--- config.mk ---
export PLATFORM = sky130hd
export DESIGN_NAME = control_pipeline
export DESIGN_NICKNAME = d
export VERILOG_FILES = /design/src/rtl/mips_ctrl_pkg.sv /design/src/rtl/ctrl_decoder.sv /design/src/rtl/control_pipeline.sv
export SDC_FILE = /design/constraint.sdc
export NUM_CORES = 1
export LEC_CHECK = 0
export CAP_MARGIN = 20
export CORE_MARGIN = 10
export CORE_UTILIZATION = 47
export CTS_BUF_LIST = sky130_fd_sc_hd__clkbuf_2
export DETAILED_ROUTE_END_ITERATION = 8
export GPL_TIMING_DRIVEN = 0
export PLACE_DENSITY = 0.86
export SYNTH_ARGS = -nofsm -noshare
export SYNTH_HDL_FRONTEND = slang
export SYNTH_SLANG_ARGS = --single-unit
--- constraint.sdc ---
create_clock -name clk -period 1.9 [get_ports clk]
set_clock_uncertainty 0.15 [all_clocks]
set_input_delay 0.38 -clock clk [delete_from_list [all_inputs] [get_ports clk]]
set_output_delay 0.38 -clock clk [all_outputs]
set_load 0.005 [all_outputs]
--- src/rtl/mips_ctrl_pkg.sv ---
// mips_ctrl_pkg: opcodes, ALU codes, register-destination encodings and the
// per-stage control words of the pipelined MIPS control unit.
package mips_ctrl_pkg;

    localparam logic [5:0] OP_RTYPE = 6'b000000;
    localparam logic [5:0] OP_LW    = 6'b100011;
    localparam logic [5:0] OP_SW    = 6'b101011;
    localparam logic [5:0] OP_BEQ   = 6'b000100;
    localparam logic [5:0] OP_BNE   = 6'b000101;
    localparam logic [5:0] OP_ADDI  = 6'b001000;
    localparam logic [5:0] OP_ANDI  = 6'b001100;
    localparam logic [5:0] OP_ORI   = 6'b001101;
    localparam logic [5:0] OP_SLTI  = 6'b001010;
    localparam logic [5:0] OP_J     = 6'b000010;
    localparam logic [5:0] OP_JAL   = 6'b000011;

    localparam logic [2:0] ALU_ADD   = 3'd0;
    localparam logic [2:0] ALU_SUB   = 3'd1;
    localparam logic [2:0] ALU_FUNCT = 3'd2;
    localparam logic [2:0] ALU_AND   = 3'd3;
    localparam logic [2:0] ALU_OR    = 3'd4;
    localparam logic [2:0] ALU_SLT   = 3'd5;

    localparam logic [1:0] DST_RT  = 2'b00;
    localparam logic [1:0] DST_RD  = 2'b01;
    localparam logic [1:0] DST_R31 = 2'b10;

    // alu holds the widest code; the top level resizes it to ALU_OP_W
    typedef struct packed {
        logic       rw;
        logic [1:0] dst;
        logic       src;
        logic       zext;
        logic [2:0] alu;
        logic       mw;
        logic       m2r;
        logic       link;
        logic       illegal;
    } ctrl_word_t;

    typedef struct packed {
        logic valid;
        logic rw;
        logic mw;
        logic m2r;
        logic link;
        logic illegal;
    } mem_ctrl_t;

    typedef struct packed {
        logic valid;
        logic rw;
        logic m2r;
        logic link;
        logic illegal;
    } wb_ctrl_t;

endpackage

--- src/rtl/ctrl_decoder.sv ---
// ctrl_decoder: combinational opcode to control-word decoder; unknown or
// disabled extended opcodes yield an all-zero word with only the illegal bit set.
module ctrl_decoder
    import mips_ctrl_pkg::*;
#(
    parameter int ALU_OP_W = 3,
    parameter bit EXT_OPS  = 1'b1
) (
    input  logic [5:0] i_opcode,
    output ctrl_word_t o_word,
    output logic       o_jump,
    output logic       o_branch,
    output logic       o_branch_ne
);

    if (ALU_OP_W < 2 || (ALU_OP_W < 3 && EXT_OPS)) begin : g_bad_width
        $error("ctrl_decoder: ALU_OP_W too narrow for the enabled instruction set");
    end

    always_comb begin
        o_word      = '0;
        o_jump      = 1'b0;
        o_branch    = 1'b0;
        o_branch_ne = 1'b0;
        case (i_opcode)
            OP_RTYPE: begin o_word.rw = 1'b1; o_word.dst = DST_RD; o_word.alu = ALU_FUNCT; end
            OP_LW:    begin o_word.rw = 1'b1; o_word.src = 1'b1; o_word.m2r = 1'b1; o_word.alu = ALU_ADD; end
            OP_SW:    begin o_word.mw = 1'b1; o_word.src = 1'b1; o_word.alu = ALU_ADD; end
            OP_BEQ:   begin o_branch = 1'b1; o_word.alu = ALU_SUB; end
            OP_ADDI:  begin o_word.rw = 1'b1; o_word.src = 1'b1; o_word.alu = ALU_ADD; end
            OP_J:     o_jump = 1'b1;
            OP_BNE:   if (EXT_OPS) begin o_branch_ne = 1'b1; o_word.alu = ALU_SUB; end
                      else o_word.illegal = 1'b1;
            OP_ANDI:  if (EXT_OPS) begin o_word.rw = 1'b1; o_word.src = 1'b1; o_word.zext = 1'b1; o_word.alu = ALU_AND; end
                      else o_word.illegal = 1'b1;
            OP_ORI:   if (EXT_OPS) begin o_word.rw = 1'b1; o_word.src = 1'b1; o_word.zext = 1'b1; o_word.alu = ALU_OR; end
                      else o_word.illegal = 1'b1;
            OP_SLTI:  if (EXT_OPS) begin o_word.rw = 1'b1; o_word.src = 1'b1; o_word.alu = ALU_SLT; end
                      else o_word.illegal = 1'b1;
            OP_JAL:   if (EXT_OPS) begin o_jump = 1'b1; o_word.rw = 1'b1; o_word.dst = DST_R31; o_word.link = 1'b1; end
                      else o_word.illegal = 1'b1;
            default:  o_word.illegal = 1'b1;
        endcase
    end

endmodule

--- src/rtl/control_pipeline.sv ---
// control_pipeline: ID-stage decode plus the ID/EX, EX/MEM and MEM/WB control
// registers, with bubble insertion on stall, flush or an empty ID slot.
module control_pipeline
    import mips_ctrl_pkg::*;
#(
    parameter int ALU_OP_W = 3,
    parameter bit EXT_OPS  = 1'b1
) (
    input  logic                clk,
    input  logic                rst_n,
    input  logic [5:0]          opcode_d,
    input  logic                valid_d,
    input  logic                stall_d,
    input  logic                flush_e,
    output logic                jump_d,
    output logic                branch_d,
    output logic                branch_ne_d,
    output logic                illegal_d,
    output logic                valid_e,
    output logic                reg_wr_en_e,
    output logic [1:0]          reg_dst_sel_e,
    output logic                alu_src_sel_e,
    output logic                imm_zext_e,
    output logic [ALU_OP_W-1:0] alu_op_e,
    output logic                mem_wr_en_e,
    output logic                mem_to_reg_e,
    output logic                link_e,
    output logic                valid_m,
    output logic                reg_wr_en_m,
    output logic                mem_wr_en_m,
    output logic                mem_to_reg_m,
    output logic                link_m,
    output logic                valid_w,
    output logic                reg_wr_en_w,
    output logic                mem_to_reg_w,
    output logic                link_w,
    output logic                illegal_w
);

    ctrl_word_t w_dec;
    logic       w_jump;
    logic       w_branch;
    logic       w_branch_ne;
    logic       w_load;
    ctrl_word_t r_e;
    logic       r_e_valid;
    mem_ctrl_t  r_m;
    wb_ctrl_t   r_w;

    ctrl_decoder #(.ALU_OP_W(ALU_OP_W), .EXT_OPS(EXT_OPS)) u_dec (
        .i_opcode    (opcode_d),
        .o_word      (w_dec),
        .o_jump      (w_jump),
        .o_branch    (w_branch),
        .o_branch_ne (w_branch_ne)
    );

    assign jump_d      = valid_d & w_jump;
    assign branch_d    = valid_d & w_branch;
    assign branch_ne_d = valid_d & w_branch_ne;
    assign illegal_d   = valid_d & w_dec.illegal;
    assign w_load      = valid_d & ~stall_d & ~flush_e;

    // an illegal word is already all-zero apart from its illegal bit
    always_ff @(posedge clk or negedge rst_n) begin
        if (!rst_n) begin
            r_e_valid <= 1'b0;
            r_e       <= '0;
            r_m       <= '0;
            r_w       <= '0;
        end else begin
            r_e_valid <= w_load;
            r_e       <= w_load ? w_dec : '0;
            r_m       <= '{valid: r_e_valid, rw: r_e.rw, mw: r_e.mw, m2r: r_e.m2r, link: r_e.link, illegal: r_e.illegal};
            r_w       <= '{valid: r_m.valid, rw: r_m.rw, m2r: r_m.m2r, link: r_m.link, illegal: r_m.illegal};
        end
    end

    assign valid_e       = r_e_valid;
    assign reg_wr_en_e   = r_e.rw;
    assign reg_dst_sel_e = r_e.dst;
    assign alu_src_sel_e = r_e.src;
    assign imm_zext_e    = r_e.zext;
    assign alu_op_e      = ALU_OP_W'(r_e.alu);
    assign mem_wr_en_e   = r_e.mw;
    assign mem_to_reg_e  = r_e.m2r;
    assign link_e        = r_e.link;
    assign valid_m       = r_m.valid;
    assign reg_wr_en_m   = r_m.rw;
    assign mem_wr_en_m   = r_m.mw;
    assign mem_to_reg_m  = r_m.m2r;
    assign link_m        = r_m.link;
    assign valid_w       = r_w.valid;
    assign reg_wr_en_w   = r_w.rw;
    assign mem_to_reg_w  = r_w.m2r;
    assign link_w        = r_w.link;
    assign illegal_w     = r_w.illegal;

endmodule

==> flow_summary.toml <==
[run_status]
status = "finished, final reports clean"

[timing]
rsz0062_at_grt = "true"
max_slew_margin_pct = 38.7
fin_crit_sh_pct = 97.3
setup_viol = 0
fmax_mhz = 541
fin_ws_ns = 0.0515
min_period_ns = 1.85
hold_viol_final = 0
tightest_slew_ns = 0.917
slew_violations = 0

[critical_path]
cp_num_buf_inv = 3
critPathTopFamily = "buffers and inverters"
cp-start-kind = "input port"
worstPathMaxFanout = 4
crit_type = "input port to output pin"
cp_cell_sequence = "dlygate4sd2_1 > buf_6 > nand3b_1 > nand4_1 > and3b_1 > clkbuf_2"
required_ns = 1.37
end_kind = "output pin"
crit_slowest_cell = "dlygate4sd2_1"
slowest_delay_ns = 0.26
cp.arrival_ns = 1.32

[clock_tree]
clockBufferDepth = 2
root_buffer = "clkbuf_2"
postCtsHoldBufs = 0
cts_buffers = 3
worstSkewPairLatency_ns = 0.31
cts_tree = "yes"
cts.sinks = 23
cts_htree_levels = 1
cts.clk_slew.worst_paths_ns = 0.18

[global_route]
gr-usage-all-layers_pct = 9.91
grt_use_met1_pct = 10.2
grt.busiest_layer = "met2"
grt_overflow = 0
grt_pass1_wl_um = 3390
grt_max_degree = 24
antenna_found_initial = 0
grt_use_met2_pct = 17.4
met3_usage_pct = 4.53
grt_pass1_vias = 773

[synthesis]
syn-mean-instance-area_um2 = 12.1
ys_ff_latch = 23
yosys_warnings = 0
synth.net_count = 86
synth_top_area_share_pct = 63.3
yosys-top-cells-area = "dfrtp_1 (63%), buf_4 (4.1%), and3b_1 (2.9%), and3_1 (2.1%), nand2b_1 (2.1%)"
synthCells = 75
ys_types = 26
seq_area_frac_synth_pct = 63.3
synth_area_um2 = 910
synth_area_leader_cell = "dfrtp_1"

[drt]
avgViaCountPerCell = 5.05
first_pass_iters = 4
routed_wl_um = 2110
drc = 0
vias = 722
postRouteAntennaNets = 0
drt_iter0_drc = 13
wire_per_inst_um = 14.8

[die]
initial_utilization_pct = 51.0
boundaryPins = 37
core_area_um2 = 1780
die_height_um = 64.0
die_area_um2 = 4090
die_w_um = 64.0
row_count = 15

[layout]
drive_above_1_share_pct = 22.9
diodes = 0
final_common_cell = "clkdlybuf4s50_1"
final_cell_mix = "clkdlybuf4s50_1 (24), dfrtp_1 (23), buf_4 (10), clkbuf_2 (6), nor2_1 (5)"
nets = 130
syn2layout_area_growth_pct = 48.3
largest_reg_flops = 3

[placed_design]
port-buffer-count = 34
dpl.hpwl_um = 1520
dp_slack_ns = -0.715
gp_congestion = 0.880

[hold_path]
hold_class = "input port to flip-flop"

[pwr]
total_power_mw = 0.781
vdd_drop_max_mv = 0.367
leakagePower_nw = 0.661
p_per_area_nw_per_um2 = 579

[flow_run]
drv_cap = 0
[layer usage]
| layer | share of wire (%) | wire (um) |
|---|---|---|
| met5 | 0 | 0 |
| met4 | 1.2 | 25 |
| met3 | 9.4 | 198 |
| met2 | 51 | 1070 |
| met1 | 39 | 817 |
[synthesized netlist by cell type (all sizes together)]
cell type,n
a21oi,3
inv,1
a31oi,1
or2,1
nor3,3
nand4,1
a211oi,1
and3b,3
buf,9
nor2,5
nor2b,3
nor4b,1
o21ai,1
nor3b,1
nand2b,3
nand2,4
a211o,1
nor4,2
dfrtp,23
nand3,2
and3,3
and2b,1
xor2,1
nand3b,1
[cell type report]
cell class | count | area (um^2)
sequential | 23 | 576
fill | 122 | 434
timing repair buffer | 39 | 359
multi-input combinational | 42 | 283
buffer | 9 | 76.3
tap | 25 | 31.3
clock buffer | 4 | 20.0
inverter | 1 | 3.75
[cells by family after synthesis]
family	count (synthesis)	share of synthesized area, %
AOI/OAI and AO/OA	7	4.68
xor gates and xnor gates	1	0.963
buffers and inverters	10	7.43
DFF	23	63.3
and+or+nand+nor	34	23.7
[report_power, final]
group | switching, mW | leakage, nW | internal, mW
clock | 0.128 | 0.0166 | 0.0558
combinational | 0.0488 | 0.326 | 0.0496
sequential | 0.00235 | 0.318 | 0.496
[through the flow]
step	std cells	hold slack [ns]	TNS (ns)	cell area [um^2]	utilization, %
2_1_floorplan	75	-0.0656	0	910	-
3_3_place_gp	134	0.182	-2.40	1280	71.9
3_5_place_dp	134	0.208	-2.48	1280	71.9
4_1_cts	142	0.174	0	1360	76.0
5_1_grt	143	0.184	-0.0190	1350	75.6
6_report	143	0.201	0	1350	75.6
[timing repair]
item	in CTS	in global routing
hold endpoints to repair	0	0
endpoints found under the setup margin	4	4
pin swaps	1	2
gates resized for setup	27	5
buffers inserted	4	1
[worst paths after layout]
path / startpoint / to / slack (ns) / cells past startpoint
worst min register to register: r_e[0] / r_m[0] / 0.24 / 0
worst min-delay path: opcode_d[1] / alu_op_e[1] / 0.20 / 2
min in group asynchronous: rst_n / link_m / 0.41 / 1
max in group asynchronous: rst_n / imm_zext_e / 0.65 / 1
worst max-delay path: opcode_d[0] / illegal_d / 0.05 / 6
worst max register to register: reg_dst_sel_e[1] / link_m / 1.20 / 0
No activity file was read; power rests on OpenSTA's default activity.
